<file path="config.mk">
export PLATFORM = sky130hd
export DESIGN_NAME = rc4_ks_scheduler
export DESIGN_NICKNAME = d
export VERILOG_FILES = /design/src/rtl/rc4_ks_pkg.sv /design/src/rtl/rc4_ks_scheduler_rr_arbiter.sv /design/src/rtl/rc4_ks_scheduler.sv
export SDC_FILE = /design/constraint.sdc
export NUM_CORES = 1
export LEC_CHECK = 0
export CAP_MARGIN = 25
export CORE_MARGIN = 1.5
export CORE_UTILIZATION = 40
export CTS_BUF_LIST = sky130_fd_sc_hd__clkbuf_8
export DETAILED_ROUTE_END_ITERATION = 16
export GPL_TIMING_DRIVEN = 0
export PLACE_DENSITY = 0.72
export SLEW_MARGIN = 30
export SYNTH_ARGS = -nofsm -noshare
export SYNTH_HDL_FRONTEND = slang
export SYNTH_SLANG_ARGS = --single-unit
</file>
<file path="constraint.sdc">
create_clock -name clk -period 2.6 [get_ports clk]
set_input_delay 0.52 -clock clk [delete_from_list [all_inputs] [get_ports clk]]
set_output_delay 0.52 -clock clk [all_outputs]
set_load 0.05 [all_outputs]
</file>
<file path="src/rtl/rc4_ks_pkg.sv">
// Shared types and helpers for the RC4 keystream scheduler.
// Holds the FSM state encoding, default blanking length and one-hot decode.
package rc4_ks_pkg;

    typedef enum logic [1:0] {
        IDLE = 2'd0,
        WAIT = 2'd1,
        ADV  = 2'd2
    } state_t;

    localparam int SETTLE_CYC_DEFAULT = 2;
    localparam int MAX_REQ            = 8;
    localparam int MAX_IDX_W          = 3;

    // Index of the set bit in a one-hot vector; zero vector decodes to 0.
    function automatic logic [MAX_IDX_W-1:0] onehot_to_idx(input logic [MAX_REQ-1:0] oh);
        logic [MAX_IDX_W-1:0] idx;
        idx = '0;
        for (int i = 0; i < MAX_REQ; i++) begin
            if (oh[i]) begin
                idx = idx | MAX_IDX_W'(i);
            end
        end
        return idx;
    endfunction

endpackage

</file>
<file path="src/rtl/rc4_ks_scheduler_rr_arbiter.sv">
// Combinational round-robin pick: first eligible requester strictly above the
// pointer, wrapping to the lowest eligible one when none is above it.
module rr_arbiter #(
    parameter int NUM_REQ = 4,
    parameter int IDX_W   = (NUM_REQ > 1) ? $clog2(NUM_REQ) : 1
) (
    input  logic [NUM_REQ-1:0] eligible,
    input  logic [IDX_W-1:0]   ptr,
    output logic [NUM_REQ-1:0] pick,
    output logic               valid
);

    logic [NUM_REQ-1:0] upper_mask;
    logic [NUM_REQ-1:0] upper;
    logic [NUM_REQ-1:0] pick_src;

    for (genvar gi = 0; gi < NUM_REQ; gi++) begin : g_mask
        assign upper_mask[gi] = (gi > int'(ptr));
    end

    assign upper    = eligible & upper_mask;
    assign pick_src = (|upper) ? upper : eligible;

    // Isolate the lowest set bit of the candidate set.
    assign pick  = pick_src & (~pick_src + NUM_REQ'(1));
    assign valid = |eligible;

endmodule

</file>
<file path="src/rtl/rc4_ks_scheduler.sv">
// Shares one RC4 keystream core among NUM_REQ requesters: round-robin burst
// grants, core valid/advance handshake with stale-valid blanking.
module rc4_ks_scheduler
    import rc4_ks_pkg::*;
#(
    parameter int NUM_REQ    = 4,
    parameter int LEN_W      = 8,
    parameter int SETTLE_CYC = SETTLE_CYC_DEFAULT
) (
    input  logic                     clk,
    input  logic                     rst,
    input  logic [NUM_REQ-1:0]       req,
    input  logic [NUM_REQ*LEN_W-1:0] req_len,
    output logic [NUM_REQ-1:0]       grant,
    output logic [NUM_REQ-1:0]       ks_valid,
    output logic [7:0]               ks_data,
    output logic                     ks_last,
    output logic                     busy,
    input  logic                     core_key_valid,
    input  logic [7:0]               core_dout,
    output logic                     core_nxt_key
);

    localparam int IDX_W = (NUM_REQ > 1) ? $clog2(NUM_REQ) : 1;
    localparam int SET_W = (SETTLE_CYC < 1) ? 1 : $clog2(SETTLE_CYC + 1);

    state_t               state_reg, state_next;
    logic [IDX_W-1:0]     rr_ptr_reg, rr_ptr_next;
    logic [LEN_W-1:0]     count_reg, count_next;
    logic [SET_W-1:0]     settle_reg, settle_next;
    logic [NUM_REQ-1:0]   grant_reg, grant_next;
    logic [NUM_REQ-1:0]   ks_valid_reg, ks_valid_next;
    logic [7:0]           ks_data_reg, ks_data_next;
    logic                 ks_last_reg, ks_last_next;
    logic                 busy_reg, busy_next;
    logic                 nxt_key_reg, nxt_key_next;

    logic [NUM_REQ-1:0]   eligible;
    logic [NUM_REQ-1:0]   pick;
    logic                 pick_valid;
    logic [LEN_W-1:0]     len_masked [NUM_REQ];
    logic [LEN_W-1:0]     picked_len;
    logic [MAX_REQ-1:0]   grant_pad;
    logic                 core_ok;

    for (genvar gi = 0; gi < NUM_REQ; gi++) begin : g_req
        assign eligible[gi]   = req[gi] && (req_len[gi*LEN_W +: LEN_W] != '0);
        assign len_masked[gi] = pick[gi] ? req_len[gi*LEN_W +: LEN_W] : '0;
    end

    rr_arbiter #(
        .NUM_REQ (NUM_REQ),
        .IDX_W   (IDX_W)
    ) u_arb (
        .eligible (eligible),
        .ptr      (rr_ptr_reg),
        .pick     (pick),
        .valid    (pick_valid)
    );

    always_comb begin
        picked_len = '0;
        for (int i = 0; i < NUM_REQ; i++) begin
            picked_len = picked_len | len_masked[i];
        end
    end

    always_comb begin
        grant_pad                = '0;
        grant_pad[NUM_REQ-1:0]   = grant_reg;
    end

    // A valid seen while blanking may still belong to the byte just consumed.
    assign core_ok = core_key_valid && (settle_reg == '0);

    always_comb begin
        if (nxt_key_reg) begin
            settle_next = SET_W'(SETTLE_CYC);
        end else if (settle_reg != '0) begin
            settle_next = settle_reg - SET_W'(1);
        end else begin
            settle_next = settle_reg;
        end
    end

    always_comb begin
        state_next    = state_reg;
        rr_ptr_next   = rr_ptr_reg;
        count_next    = count_reg;
        grant_next    = grant_reg;
        ks_valid_next = '0;
        ks_data_next  = ks_data_reg;
        ks_last_next  = 1'b0;
        nxt_key_next  = 1'b0;

        case (state_reg)
            IDLE: begin
                if (pick_valid) begin
                    grant_next = pick;
                    count_next = picked_len;
                    state_next = WAIT;
                end
            end
            WAIT: begin
                if (core_ok) begin
                    nxt_key_next  = 1'b1;
                    ks_data_next  = core_dout;
                    ks_valid_next = grant_reg;
                    count_next    = count_reg - LEN_W'(1);
                    ks_last_next  = (count_reg == LEN_W'(1));
                    state_next    = ADV;
                end
            end
            ADV: begin
                if (count_reg == '0) begin
                    grant_next  = '0;
                    rr_ptr_next = IDX_W'(onehot_to_idx(grant_pad));
                    state_next  = IDLE;
                end else begin
                    state_next  = WAIT;
                end
            end
            default: begin
                state_next = IDLE;
            end
        endcase

        busy_next = (state_next != IDLE);
    end

    always_ff @(posedge clk or posedge rst) begin
        if (rst) begin
            state_reg    <= IDLE;
            rr_ptr_reg   <= IDX_W'(NUM_REQ - 1);
            count_reg    <= '0;
            settle_reg   <= SET_W'(SETTLE_CYC);
            grant_reg    <= '0;
            ks_valid_reg <= '0;
            ks_data_reg  <= '0;
            ks_last_reg  <= 1'b0;
            busy_reg     <= 1'b0;
            nxt_key_reg  <= 1'b0;
        end else begin
            state_reg    <= state_next;
            rr_ptr_reg   <= rr_ptr_next;
            count_reg    <= count_next;
            settle_reg   <= settle_next;
            grant_reg    <= grant_next;
            ks_valid_reg <= ks_valid_next;
            ks_data_reg  <= ks_data_next;
            ks_last_reg  <= ks_last_next;
            busy_reg     <= busy_next;
            nxt_key_reg  <= nxt_key_next;
        end
    end

    assign grant        = grant_reg;
    assign ks_valid     = ks_valid_reg;
    assign ks_data      = ks_data_reg;
    assign ks_last      = ks_last_reg;
    assign busy         = busy_reg;
    assign core_nxt_key = nxt_key_reg;

endmodule

</file>
==> results.json <==
{
  "vias_per_cell": 5.855,
  "layout_worst_path_cycle_share_pct": 98.65,
  "antennaDiodeCount": 0,
  "cp-endpoint": "busy$_DFF_PP0_",
  "max_freq_mhz": 389.9,
  "stdcell_count": 339,
  "clock_latency_ns": 0.28,
  "port_buffers": 65,
  "drc": 0,
  "dpl-instance-area_mm2": 0.002643,
  "grt_pass1_vias": 1924,
  "crit_start": "req_len[19]",
  "cts_buffers": 5,
  "drive_gt1_share_pct": 20.35,
  "final_cell_mix": "clkdlybuf4s50_1 (57), nand2_1 (30), dfrtp_1 (30), inv_1 (16)",
  "timing.rr.end": "ks_valid[2]$_DFF_PP0_",
  "synth.distinct_cells": 49,
  "skew_ns": 0.004928,
  "synth_compound_area_share_pct": 28.61,
  "synthXorXnorAreaFrac_pct": 0.4551,
  "combPwrFrac_pct": 54.3,
  "area_growth_pct": 53.71,
  "gr-total-overflow": 0,
  "whs_ns": 0.4604,
  "fin_nets": 334,
  "status": "completed",
  "row_count": 25,
  "vdd_drop_max_mv": 0.8637,
  "die_h_um": 72.36,
  "first_pass_iters": 5,
  "cts_tree": "built",
  "finalMaxSlewViolations": 0,
  "fp.dieW_um": 72.36,
  "final_cell_area_mm2": 0.002958,
  "vias": 1985,
  "placed_cells": 323,
  "leakagePower_nw": 1.305,
  "arrival_ns": 2.72,
  "async_reset_ff_share_pct": 100.0,
  "fin_crit_ns": 2.565,
  "antenna_left": 0,
  "tightest_slew_ns": 0.6595,
  "slew_headroom_pct": 55.97,
  "ioPinCount": 66,
  "crit_type": "in -> reg",
  "setup_viol": 0,
  "clk_path_buf_depth": 2,
  "regToRegStartpoint": "state_reg[0]$_DFF_PP0_",
  "p_per_area_mw_per_mm2": 931.0,
  "cp-end-kind": "flip-flop",
  "final_common_cell": "clkdlybuf4s50_1",
  "clk_pin_slew_ns": 0.07,
  "cts.sinks": 33,
  "use_met1_pct": 30.49,
  "antenna_found_initial": 0,
  "busiest_layer": "met2",
  "cap_viol_max_count": 0,
  "synth_area_mm2": 0.001924,
  "regToRegSetupSlack_ns": 0.24,
  "finalHoldViolCount": 0,
  "initial_utilization_pct": 41.01,
  "htreeDepth": 2,
  "power_frac_seq_pct": 31.9,
  "reg2reg_depth": 5,
  "yosys.area_share.simple_pct": 21.26,
  "dieArea_mm2": 0.005236,
  "synth_edf_count": 0,
  "grt_start_max_net_pins": 34,
  "total_power_mw": 2.754,
  "critical_path_required_ns": 2.76,
  "drt_iter0_drc": 145,
  "ctsRootBufferMaster": "clkbuf_8",
  "grt_pass1_wl_mm": 9.032,
  "wirelength_mm": 5.816,
  "grt_use_total_pct": 22.02,
  "p_int_mw": 1.520,
  "synthAdderAreaFrac_pct": 1.951,
  "ys_seq_area_share_pct": 43.11,
  "core-area_mm2": 0.004692,
  "crit_fanout": 5,
  "ys_seq_elements": 33,
  "synthMuxAreaShare_pct": 0.5202,
  "yosysWarningCount": 0,
  "avgSynthCellArea_um2": 9.433,
  "wl_per_cell_um": 17.16,
  "final_util_pct": 63.04,
  "synthesis.nets": 254,
  "p_sw_share_pct": 44.82,
  "dominantRegCellSynth": "dfrtp_1",
  "clockPowerShare_pct": 13.8,
  "worstSetupStartpointType": "primary input",
  "place_hpwl_mm": 4.130,
  "met3_usage_pct": 4.167,
  "grt_util_met2_pct": 35.39,
  "synth_cells": 204,
  "gp_congestion": 0.9255,
  "synth_top_family_by_area": "compound AO/OA/AOI/OAI gates",
  "p_switching_mw": 1.234,
  "hp-class": "reg -> reg"
}
[worst min path at each step]
stage                        startpoint                   endpoint  cells past startpoint
6_report         core_nxt_key$_DFF_PP0_  settle_reg[0]$_DFFE_PP0P_                      1
5_1_grt          ks_data[2]$_DFFE_PP0P_     ks_data[2]$_DFFE_PP0P_                      2
4_1_cts          core_nxt_key$_DFF_PP0_  settle_reg[0]$_DFFE_PP0P_                      1
3_5_place_dp     core_nxt_key$_DFF_PP0_  settle_reg[0]$_DFFE_PP0P_                      1
3_3_place_gp     core_nxt_key$_DFF_PP0_  settle_reg[0]$_DFFE_PP0P_                      1
2_1_floorplan  count_reg[3]$_DFFE_PP0P_   count_reg[3]$_DFFE_PP0P_                      1
[worst max-delay path: stages]
cell and delay [ns]:
clkdlybuf4s50_1 0.42, or4_4 0.58, o21a_4 0.24, o41ai_4 0.33, buf_4 0.20, a21boi_4 0.18
o22ai_2 0.10, nand2b_4 0.15
[logic make-up (layout without fill, tap and decap cells)]
| logic type | Yosys count | after routing |
|---|---|---|
| AOI/OAI and AO/OA | 69 | 69 |
| adders and majority gates | 3 | 3 |
| muxes | 1 | 1 |
| xor gates and xnor gates | 1 | 1 |
| buffers and inverters | 20 | 101 |
| DFF | 33 | 33 |
| and+or+nand+nor | 77 | 77 |
[timing repair]
item	4_1_cts	5_1_grt
hold endpoints to repair	0	0
pin swaps	9	13
resized for setup	7	32
buffers inserted	8	0
hold buffers	0	0
setup endpoints to repair	14	10
[metrics by stage]
stage | TNS (ns) | setup WS, ns
after CTS | 0 | 0.004253
after global placement | -6.837 | -0.6006
final | 0 | 0.03519
after global routing | -0.004702 | -0.004702
after floorplan | 0 | 0.2187
after detailed placement | -6.687 | -0.6140
[layer usage]
metal / wire length (µm) / part of all wire, % / vias up
met5: 0 / 0 / -
met4: 46 / 0.79 / 0
met3: 309 / 5.3 / 7
met2: 3001 / 52 / 67
met1: 2458 / 42 / 975
li1: - / - / 936
[synthesized netlist by cell type (2+ instances only)]
master,n,area (µm²)
o2111ai_1,2,17.52
a21o_1,2,15.01
dfrtp_1,30,750.7
a22oi_1,5,37.54
nand3_1,5,25.02
dfstp_2,3,78.83
a211oi_2,3,37.54
nor2_1,7,26.28
a211oi_1,2,15.01
o211ai_1,3,22.52
and2_1,5,31.28
ha_1,3,37.54
a221oi_2,3,45.04
a21oi_1,11,55.05
nor4_1,8,50.05
nor3_1,4,20.02
inv_1,16,60.06
nand2_1,31,116.4
a31oi_1,2,12.51
o21a_1,2,15.01
o31ai_1,2,15.01
a222oi_1,2,20.02
o22ai_1,3,18.77
nand2b_1,4,25.02
o221ai_1,2,17.52
a221oi_1,5,43.79
or4_4,5,56.30
o21ai_0,8,40.04
clkbuf_1,3,11.26
nor2b_1,3,18.77
a21boi_1,2,15.01
[area by class of cell]
| class | instances | area, µm² |
|---|---|---|
| fill | 390 | 1734 |
| multi-input combinational | 151 | 1149 |
| sequential | 33 | 829.5 |
| timing repair buffer | 73 | 743.2 |
| clock buffer | 6 | 82.58 |
| tap | 54 | 67.56 |
| inverter | 16 | 60.06 |
| buffer | 4 | 18.77 |
| clock inverter | 2 | 7.507 |
[power groups by stage]
stage	Sequential (mW)	Combinational (mW)	Clock, mW
5_1_grt	0.907	1.60	0.413
4_1_cts	0.867	1.40	0.393
6_report	0.878	1.49	0.381
3_3_place_gp	0.867	1.34	0
2_1_floorplan	1.17	0.611	0
3_5_place_dp	0.874	1.36	0
No activity file was read; power rests on OpenSTA's default activity.
